==> config.mk <==
export PLATFORM = sky130hd
export DESIGN_NAME = io_uart_mmio
export DESIGN_NICKNAME = d
export VERILOG_FILES = /design/src/rtl/io_uart_mmio_pkg.sv /design/src/rtl/io_uart_mmio_sync_fifo.sv /design/src/rtl/io_uart_mmio.sv
export SDC_FILE = /design/constraint.sdc
export NUM_CORES = 1
export LEC_CHECK = 0
export ABC_AREA = 1
export CORE_MARGIN = 3
export CORE_UTILIZATION = 35
export CTS_BUF_LIST = sky130_fd_sc_hd__clkbuf_8
export DETAILED_ROUTE_END_ITERATION = 12
export PLACE_DENSITY = 0.59
export SYNTH_ARGS = -nofsm -noshare
export SYNTH_HDL_FRONTEND = slang
export SYNTH_SLANG_ARGS = --single-unit
==> constraint.sdc <==
create_clock -name clk -period 3.3 [get_ports clk]
set_input_delay 0.66 -clock clk [delete_from_list [all_inputs] [get_ports clk]]
set_output_delay 0.66 -clock clk [all_outputs]
set_load 0.01 [all_outputs]
==> src/rtl/io_uart_mmio_pkg.sv <==
// Shared register map, bit positions and TX state encoding for the MMIO UART.
// Replaces the former defines.vh offsets with typed package constants.
package io_uart_mmio_pkg;

    localparam int XLEN = 32;

    typedef enum logic [1:0] {
        UART_REG_TXDATA  = 2'd0,
        UART_REG_STATUS  = 2'd1,
        UART_REG_BAUDDIV = 2'd2,
        UART_REG_CTRL    = 2'd3
    } uart_reg_e;

    localparam int STATUS_FULL    = 0;
    localparam int STATUS_EMPTY   = 1;
    localparam int STATUS_BUSY    = 2;
    localparam int STATUS_OVF     = 3;
    localparam int STATUS_CNT_LSB = 8;

    localparam int CTRL_ENABLE = 0;
    localparam int CTRL_IRQ_EN = 1;

    typedef enum logic [1:0] {
        TX_IDLE,
        TX_START,
        TX_DATA,
        TX_STOP
    } tx_state_e;

    // A divider of zero would stall the bit timer, so it behaves as one.
    function automatic logic [15:0] eff_div(input logic [15:0] d);
        return (d == '0) ? 16'd1 : d;
    endfunction

endpackage

==> src/rtl/io_uart_mmio_sync_fifo.sv <==
// Synchronous FIFO with occupancy count; a pop frees a slot for a push in the same cycle.
module io_uart_mmio_sync_fifo #(
    parameter int WIDTH = 8,
    parameter int DEPTH = 8
) (
    input  logic                     clk,
    input  logic                     rst_n,
    input  logic                     push,
    input  logic [WIDTH-1:0]         wdata,
    input  logic                     pop,
    output logic [WIDTH-1:0]         rdata,
    output logic                     full,
    output logic                     empty,
    output logic [$clog2(DEPTH):0]   count
);

    localparam int AW = $clog2(DEPTH);
    localparam int CW = AW + 1;

    logic [WIDTH-1:0] mem [DEPTH];
    logic [AW-1:0]    wr_ptr;
    logic [AW-1:0]    rd_ptr;
    logic             do_push;
    logic             do_pop;

    assign full    = (count == CW'(DEPTH));
    assign empty   = (count == '0);
    assign do_pop  = pop && !empty;
    assign do_push = push && (!full || do_pop);
    assign rdata   = mem[rd_ptr];

    always_ff @(posedge clk) begin
        if (do_push) begin
            mem[wr_ptr] <= wdata;
        end
    end

    // Pointers are AW bits wide, so they wrap modulo DEPTH on their own.
    always_ff @(posedge clk or negedge rst_n) begin
        if (!rst_n) begin
            wr_ptr <= '0;
            rd_ptr <= '0;
            count  <= '0;
        end else begin
            if (do_push) begin
                wr_ptr <= wr_ptr + 1'b1;
            end
            if (do_pop) begin
                rd_ptr <= rd_ptr + 1'b1;
            end
            case ({do_push, do_pop})
                2'b10:   count <= count + 1'b1;
                2'b01:   count <= count - 1'b1;
                default: count <= count;
            endcase
        end
    end

endmodule

==> src/rtl/io_uart_mmio.sv <==
// MMIO slave on the IO window: register decode, 1-cycle handshake, TX FIFO and 8N1 transmitter.
module io_uart_mmio
    import io_uart_mmio_pkg::*;
#(
    parameter int FIFO_DEPTH   = 8,
    parameter int BAUD_DIV_RST = 434
) (
    input  logic            clk,
    input  logic            rst_n,
    input  logic            io_mmio_req,
    input  logic            io_mmio_we,
    input  logic [XLEN-1:0] io_mmio_addr,
    input  logic [XLEN-1:0] io_mmio_wdata,
    output logic [XLEN-1:0] io_mmio_rdata,
    output logic            io_mmio_ready,
    output logic            uart_tx,
    output logic            tx_irq
);

    localparam int CW = $clog2(FIFO_DEPTH) + 1;

    logic            ready_q;
    logic [XLEN-1:0] rdata_q;
    logic [15:0]     baud_div_q;
    logic            ctrl_en;
    logic            ctrl_irq_en;
    logic            ovf_q;

    logic            accept;
    uart_reg_e       reg_sel;
    logic            wr_txdata;
    logic [XLEN-1:0] read_mux;

    logic            fifo_pop;
    logic [7:0]      fifo_rdata;
    logic            fifo_full;
    logic            fifo_empty;
    logic [CW-1:0]   fifo_count;

    tx_state_e       state;
    logic [15:0]     timer;
    logic [15:0]     div_q;
    logic [2:0]      bit_idx;
    logic [7:0]      shift;
    logic            tx_q;

    logic            unused_bits;

    assign unused_bits = ^{io_mmio_addr[XLEN-1:4], io_mmio_addr[1:0], io_mmio_wdata[XLEN-1:16]};

    assign accept    = io_mmio_req && !ready_q;
    assign reg_sel   = uart_reg_e'(io_mmio_addr[3:2]);
    assign wr_txdata = accept && io_mmio_we && (reg_sel == UART_REG_TXDATA);
    assign fifo_pop  = (state == TX_IDLE) && ctrl_en && !fifo_empty;

    io_uart_mmio_sync_fifo #(
        .WIDTH(8),
        .DEPTH(FIFO_DEPTH)
    ) u_fifo (
        .clk   (clk),
        .rst_n (rst_n),
        .push  (wr_txdata),
        .wdata (io_mmio_wdata[7:0]),
        .pop   (fifo_pop),
        .rdata (fifo_rdata),
        .full  (fifo_full),
        .empty (fifo_empty),
        .count (fifo_count)
    );

    always_comb begin
        read_mux = '0;
        case (reg_sel)
            UART_REG_TXDATA: read_mux = '0;
            UART_REG_STATUS: begin
                read_mux[STATUS_FULL]               = fifo_full;
                read_mux[STATUS_EMPTY]              = fifo_empty;
                read_mux[STATUS_BUSY]               = (state != TX_IDLE);
                read_mux[STATUS_OVF]                = ovf_q;
                read_mux[STATUS_CNT_LSB +: CW]      = fifo_count;
            end
            UART_REG_BAUDDIV: read_mux[15:0] = baud_div_q;
            UART_REG_CTRL: begin
                read_mux[CTRL_ENABLE] = ctrl_en;
                read_mux[CTRL_IRQ_EN] = ctrl_irq_en;
            end
        endcase
    end

    always_ff @(posedge clk or negedge rst_n) begin
        if (!rst_n) begin
            ready_q     <= 1'b0;
            rdata_q     <= '0;
            baud_div_q  <= 16'(BAUD_DIV_RST);
            ctrl_en     <= 1'b1;
            ctrl_irq_en <= 1'b0;
            ovf_q       <= 1'b0;
        end else begin
            ready_q <= accept;
            if (accept) begin
                rdata_q <= io_mmio_we ? '0 : read_mux;
            end
            // A push into a full FIFO only counts as dropped if no pop frees a slot this cycle.
            if (wr_txdata && fifo_full && !fifo_pop) begin
                ovf_q <= 1'b1;
            end
            if (accept && io_mmio_we) begin
                case (reg_sel)
                    UART_REG_STATUS: begin
                        if (io_mmio_wdata[STATUS_OVF]) begin
                            ovf_q <= 1'b0;
                        end
                    end
                    UART_REG_BAUDDIV: baud_div_q <= io_mmio_wdata[15:0];
                    UART_REG_CTRL: begin
                        ctrl_en     <= io_mmio_wdata[CTRL_ENABLE];
                        ctrl_irq_en <= io_mmio_wdata[CTRL_IRQ_EN];
                    end
                    default: ;
                endcase
            end
        end
    end

    always_ff @(posedge clk or negedge rst_n) begin
        if (!rst_n) begin
            state   <= TX_IDLE;
            timer   <= '0;
            div_q   <= 16'd1;
            bit_idx <= '0;
            shift   <= '0;
            tx_q    <= 1'b1;
        end else begin
            case (state)
                TX_IDLE: begin
                    tx_q <= 1'b1;
                    if (fifo_pop) begin
                        shift <= fifo_rdata;
                        div_q <= eff_div(baud_div_q);
                        timer <= eff_div(baud_div_q) - 16'd1;
                        tx_q  <= 1'b0;
                        state <= TX_START;
                    end
                end
                TX_START: begin
                    if (timer == '0) begin
                        timer   <= div_q - 16'd1;
                        bit_idx <= '0;
                        tx_q    <= shift[0];
                        state   <= TX_DATA;
                    end else begin
                        timer <= timer - 16'd1;
                    end
                end
                TX_DATA: begin
                    if (timer == '0) begin
                        timer <= div_q - 16'd1;
                        if (bit_idx == 3'd7) begin
                            tx_q  <= 1'b1;
                            state <= TX_STOP;
                        end else begin
                            bit_idx <= bit_idx + 3'd1;
                            shift   <= shift >> 1;
                            tx_q    <= shift[1];
                        end
                    end else begin
                        timer <= timer - 16'd1;
                    end
                end
                TX_STOP: begin
                    if (timer == '0) begin
                        state <= TX_IDLE;
                    end else begin
                        timer <= timer - 16'd1;
                    end
                end
                default: state <= TX_IDLE;
            endcase
        end
    end

    assign uart_tx       = tx_q;
    assign tx_irq        = fifo_empty && ctrl_irq_en;
    assign io_mmio_ready = ready_q;
    assign io_mmio_rdata = ready_q ? rdata_q : '0;

endmodule

==> flow_summary.toml, run 1 <==
[cells_and_area]
diodes = 0
area_growth_pct = 13.29
fin_nets = 1145
drive_above_1_share_pct = 10.30

[die]
initial_core_util_pct = 35.90
num_rows = 56
die_y_um = 161.9
fp.dieW_um = 161.9
dieArea_um2 = 26200
ioPinCount = 103
core-area_um2 = 23680

[setup_path]
crit_path_start = "io_mmio_ready"
cp.required_ns = 2.64
path_buf_inv = 2
critPathMaxStageDelay_ns = 0.76
cp-start-kind = "flip-flop"
cp_data_arrival_time_ns = 1.99
critical_path_class = "reg -> out"
end_kind = "primary output"
path_delay_family = "flip-flops"
cp_cell_sequence = "nand2_1 > inv_1 > clkdlybuf4s50_1"
r2r_start = "state[0]"
slowest_stage = "dfrtp_1"
path_max_fanout = 18

[yosys]
ys_ff_latch = 156
netlist_area_um2 = 8502
async_flop_share_pct = 58.97
ys_warn_count = 0
netlist_instances = 1009
synthDistinctLibCells = 49
synth_edf_count = 64
synth_seq_area_share_pct = 49.80
ys.flop_type = "dfrtp_1"
syn_avg_cell_area_um2 = 8.426

[power]
finalPower_uw = 7748
power_frac_clock_pct = 18.6
p_leak_uw = 0.004275
swShare_pct = 45.83
power_density_nw_per_um2 = 804.4
power_frac_comb_pct = 44.3
switchingPower_uw = 3551
p_seq_share_pct = 37.1
intPower_uw = 4197
peakVddDrop_uv = 388.9

[cts]
clock-sinks = 156
insertion_delay_ns = 0.47
ctsResizeCount = 0
tritoncts = "done"
cts_buffers = 17
cts.path.max_buffers = 2
holdBufCountCts = 0
cts_setup_buffers = 0
cts_root_buffer = "clkbuf_8"
path_clk_slew_ns = 0.10
h-tree-depth = 4

[grt]
overflow = 0
first_global_vias = 6461
grt_pass1_wl_mm = 33.40
antenna_found_initial = 0
grt_usage_pct = 15.87
grt_max_degree = 51

[sta]
setup_violations = 0
finalCritPeriodShare_pct = 80.30
max-slew-margin-rel_pct = 53.57
fmax_mhz = 377.4
tightest_slew_ns = 0.6964
hold_violations = 0
final.setup.tns_ns = 0
grt_setup_unrepaired = "false"
skew_ns = 0.01374
final_max_slew_viol_count = 0
period_minus_slack_ns = 2.650

[routing]
drcViolationCount = 0
drt_wl_total_mm = 20.68
wire_per_inst_um = 14.91
vias = 6739
drt_iter0_drc = 420
firstDrtPassIters = 5
via_per_inst = 4.859
ant_nets = 0

[placed_design]
io_buffer_count = 40
place_hpwl_mm = 14.64
gp_congestion = 0.8008

[min_path]
hold_path_class = "in -> async"

[job]
drv_cap = 0

[status]
status = "complete, no violations"
cells by family after synthesis:
kind of cell | share of synthesized area, %
and+or+nand+nor | 24.21
muxes | 0.1324
DFF | 49.80
buffers and inverters | 8.020
xor gates and xnor gates | 2.060
AOI/OAI and AO/OA | 12.41
adders and majority gates | 3.326
other | 0.04411
placed cells by master (no fill, tap or decap), drive strengths merged, types with 7 or more instances in the layout:
cell type      instances
clkdlybuf4s50         39
edfxtp                64
conb                  16
ha                    21
inv                  112
clkinv                10
dfstp                  8
o22ai                 19
a32o                  10
nand3                 64
a21oi                 34
nand2                253
buf                   18
xor2                  15
clkbuf                17
o21ai                108
nand4                  7
dfrtp                 84
nor2                 139
cell usage after synthesis, types with 2 or more instances:
library cell | number | area share, %
a21oi_1 | 31 | 1.8
clkbuf_1 | 15 | 0.66
xor2_1 | 15 | 1.5
dfstp_2 | 8 | 2.5
nor2_1 | 118 | 5.2
nand4_1 | 6 | 0.44
nand3_2 | 4 | 0.47
o221ai_1 | 4 | 0.41
dfrtp_1 | 84 | 25
o21ai_0 | 95 | 5.6
buf_4 | 18 | 1.6
buf_2 | 8 | 0.47
xnor2_1 | 5 | 0.52
a31oi_1 | 4 | 0.29
nand3_1 | 60 | 3.5
nand3b_1 | 3 | 0.26
inv_1 | 98 | 4.3
nand2_1 | 245 | 11
nor2_4 | 7 | 0.93
o211ai_1 | 2 | 0.18
o21ai_1 | 10 | 0.59
nor2_2 | 14 | 1.0
a21oi_2 | 3 | 0.31
edfxtp_1 | 64 | 23
buf_6 | 2 | 0.26
inv_2 | 6 | 0.26
o21ai_2 | 3 | 0.31
o22ai_1 | 19 | 1.4
ha_1 | 21 | 3.1
nand2_4 | 2 | 0.26
nand2_2 | 5 | 0.37
nor3_1 | 4 | 0.24
a32o_1 | 10 | 1.2
power by group through the flow:
stage | registers, µW | logic (µW) | clock network, µW
finish | 2870 | 3430 | 1440
CTS | 2870 | 3440 | 1470
global placement | 2900 | 3370 | 0
detailed placement | 2910 | 3410 | 0
floorplan | 2800 | 2620 | 0
global route | 2940 | 3930 | 1550
flip-flops by register name, summed over array words and instances (netlist names):
register,flops
ctrl_irq_en,1
baud_div_q,16
uart_tx,1
io_mmio_ready,1
bit_idx,3
timer,16
u_fifo.rd_ptr,3
shift,8
u_fifo.mem,64
u_fifo.count,4
rdata_q,16
ctrl_en,1
div_q,16
state,2
ovf_q,1
u_fifo.wr_ptr,3
stage by stage:
step                area (µm²)  std cells  setup slack, ns  hold WS (ns)  util, %
floorplan                 8558       1024           0.8983        0.3644        -
global placement          9223       1355           0.2488        0.4611    38.94
detailed placement        9223       1355           0.1838        0.4732    38.94
CTS                       9632       1387           0.6031        0.2345    40.67
global route              9632       1387           0.4231        0.2486    40.67
finish                    9632       1387           0.6501        0.2129    40.67
metal layers:
| layer | wire length [µm] | up-vias | track usage, % | share of wire, % |
|---|---|---|---|---|
| li1 | - | 3397 | - | - |
| met1 | 10170 | 3188 | 22.39 | 49 |
| met2 | 9514 | 135 | 25.64 | 46 |
| met3 | 746 | 19 | 2.550 | 3.6 |
| met4 | 240 | 0 | 4.033 | 1.2 |
| met5 | 0 | - | 0 | 0 |
final cells by class:
cell class                      count  area (µm²)
Fill cell                        2467       14050
Sequential cell                   156        4234
Multi-Input combinational cell    716        3642
Timing Repair Buffer               57       538.0
Inverter                          107       409.1
Tap cell                          319       399.1
Clock buffer                       17       234.0
Clock inverter                     15       175.2
path summary, 6_finish.rpt:
check	endpoint	slack, ns	cells past startpoint
worst max-delay path	io_mmio_rdata[4]	0.65	3
worst min-delay path	timer[13]	0.21	1
worst max register to register	u_fifo.count[3]	0.67	13
worst min register to register	shift[3]	0.49	2
max in group asynchronous	baud_div_q[8]	2.33	2
min in group clk	shift[3]	0.49	2
Power figures use the tool's default switching activity.
==> run 2: changes to the inputs <==
- PLACE_DENSITY: 0.59 -> 0.61
- clock period: 3.3 -> 2.2 ns (I/O delays scaled with it)
==> flow_summary.toml, run 2 (synthesized netlist as in run 1, its figures left out) <==
[sta]
setup_violations = 0
final_max_slew_viol_count = 0
tightest_slew_ns = 0.5897
period_minus_slack_ns = 2.117
fin_ws_ns = 0.08322
hold_violations = 0
fmax_mhz = 472.4
max-slew-margin-rel_pct = 60.64
finalCritPeriodShare_pct = 96.22
grt_setup_unrepaired = "true"
skew_ns = 0.009130

[cts]
cts.path.max_buffers = 2
tritoncts = "done"
h-tree-depth = 4
insertion_delay_ns = 0.45
clock-sinks = 156
path_clk_slew_ns = 0.09
cts_buffers = 17
cts_root_buffer = "clkbuf_8"

[setup_path]
cp.required_ns = 2.54
cp-start-kind = "flip-flop"
path_buf_inv = 1
end_kind = "flip-flop"
cp_data_arrival_time_ns = 2.46
critPathMaxStageDelay_ns = 0.39
cp_cell_sequence = "inv_2 > ha_4 > nand3_4 > nand2_2 > nand2_2 > ha_4 > ha_4 > nand2_2 > nor2_2 > a211oi_2 > nor2_1 > nor2_1 > nand2_1 > xor2_1"
path_max_fanout = 4
slowest_stage = "dfrtp_1"
critical_path_class = "reg -> reg"
path_delay_family = "adder cells"

[grt]
first_global_vias = 6560
grt_pass1_wl_mm = 34.23
grt_max_degree = 45
grt_usage_pct = 16.33
antenna_found_initial = 0
overflow = 0

[status]
status = "complete, no violations"

[cells_and_area]
final_cell_count_no_fill = 1435
top_register = "u_fifo.mem"
regArea_um2 = 4235
layout_commonest_cell = "nand2_1"
fill_cells = 2413
drive_above_1_share_pct = 15.86
fin_nets = 1194
diodes = 0
final_cell_mix = "241 x nand2_1, 112 x nor2_1, 95 x o21ai_0, 95 x inv_1, 83 x dfrtp_1"
multi_input_area_um2 = 3737
largest_reg_flops = 64
area_growth_pct = 18.85
fin_util_pct = 42.67

[routing]
ant_nets = 0
drt_iter0_drc = 437
m1WireLength_mm = 9.927
drcViolationCount = 0
route.met3.wl_um = 828
vias = 6938
wire_per_inst_um = 14.77
top_layer = "met4"
firstDrtPassIters = 5
dr_wl_met2_mm = 10.12
via_per_inst = 4.835
drt_wl_total_mm = 21.19

[power]
peakVddDrop_uv = 494.0
power_density_nw_per_um2 = 1191
p_leak_uw = 0.004677
finalPower_uw = 12030

[die]
die_y_um = 161.9
fp.dieW_um = 161.9
dieArea_um2 = 26200
initial_core_util_pct = 35.90
core-area_um2 = 23680
ioPinCount = 103
num_rows = 56

[placed_design]
gp_congestion = 0.7983
dp_slack_ns = -0.4608
dp_cells = 1393
io_buffer_count = 40
place_hpwl_mm = 15.45

[min_path]
hold_path_class = "in -> async"

[job]
drv_cap = 0
run 2: cell types whose count changed in the layout (fill, tap and decap cells not counted), sizes merged, moves of 7 or more:
| cell | change |
|---|---|
| dlygate4sd2 | +7 |
| dlymetal6s2s | +8 |
| clkdlybuf4s50 | -15 |
| clkinv | -8 |
| buf | +48 |
run 2: layer usage:
layer | GRT usage (%) | vias to the layer above
met4 | 4.808 | 0
met5 | 0 | -
met3 | 2.882 | 23
met2 | 26.29 | 143
met1 | 22.67 | 3276
li1 | - | 3496
run 2: area by class of cell:
class	instances	share of cell area, %
timing repair buffer	106	9.299
multi-input combinational	716	36.99
clock buffer	17	2.315
clock inverter	14	1.486
inverter	107	4.049
tap	319	3.950
sequential	156	41.91
run 2: what timing repair did:
item                                   in CTS  in global routing
gates cloned                                0                  1
buffers inserted                            1                  8
setup endpoints to repair                  18                 17
gates resized for setup                    10                 27
pin swaps                                   1                  7
endpoints found under the hold margin      15                  0
hold buffers                                1                  0
run 2: final timing paths:
path | cells after the start | end | startpoint | slack (ns)
worst min register to register | 2 | shift[7] | shift[7] | 0.49
max in group asynchronous | 3 | uart_tx | rst_n | 1.22
worst max register to register | 14 | u_fifo.count[3] | state[0] | 0.08
worst min-delay path | 2 | timer[13] | rst_n | 0.39
worst max-delay path | 14 | u_fifo.count[3] | state[0] | 0.08
min in group clk | 2 | shift[7] | shift[7] | 0.49
run 2: worst reg2reg max path: stages, from the launching register on:
cell,delay (ns)
dfrtp_1,0.39
inv_2,0.09
ha_4,0.16
nand3_4,0.11
nand2_2,0.08
nand2_2,0.07
ha_4,0.19
ha_4,0.23
nand2_2,0.06
nor2_2,0.04
a211oi_2,0.23
nor2_1,0.06
nor2_1,0.09
nand2_1,0.07
xor2_1,0.14
run 2: metrics by stage:
stage	setup TNS, ns	hold slack (ns)	area (µm²)
finish	0	0.3881	10100
global route	-0.04909	0.3999	10100
CTS	0	0.3780	9960
detailed placement	-10.22	0.3297	9558
global placement	-7.529	0.3264	9558
floorplan	0	0.1444	8596
run 2: power by group:
group	internal, µW	switching, µW	total, µW
clock	937	1190	2120
combinational	2090	3530	5620
sequential	3690	602	4290
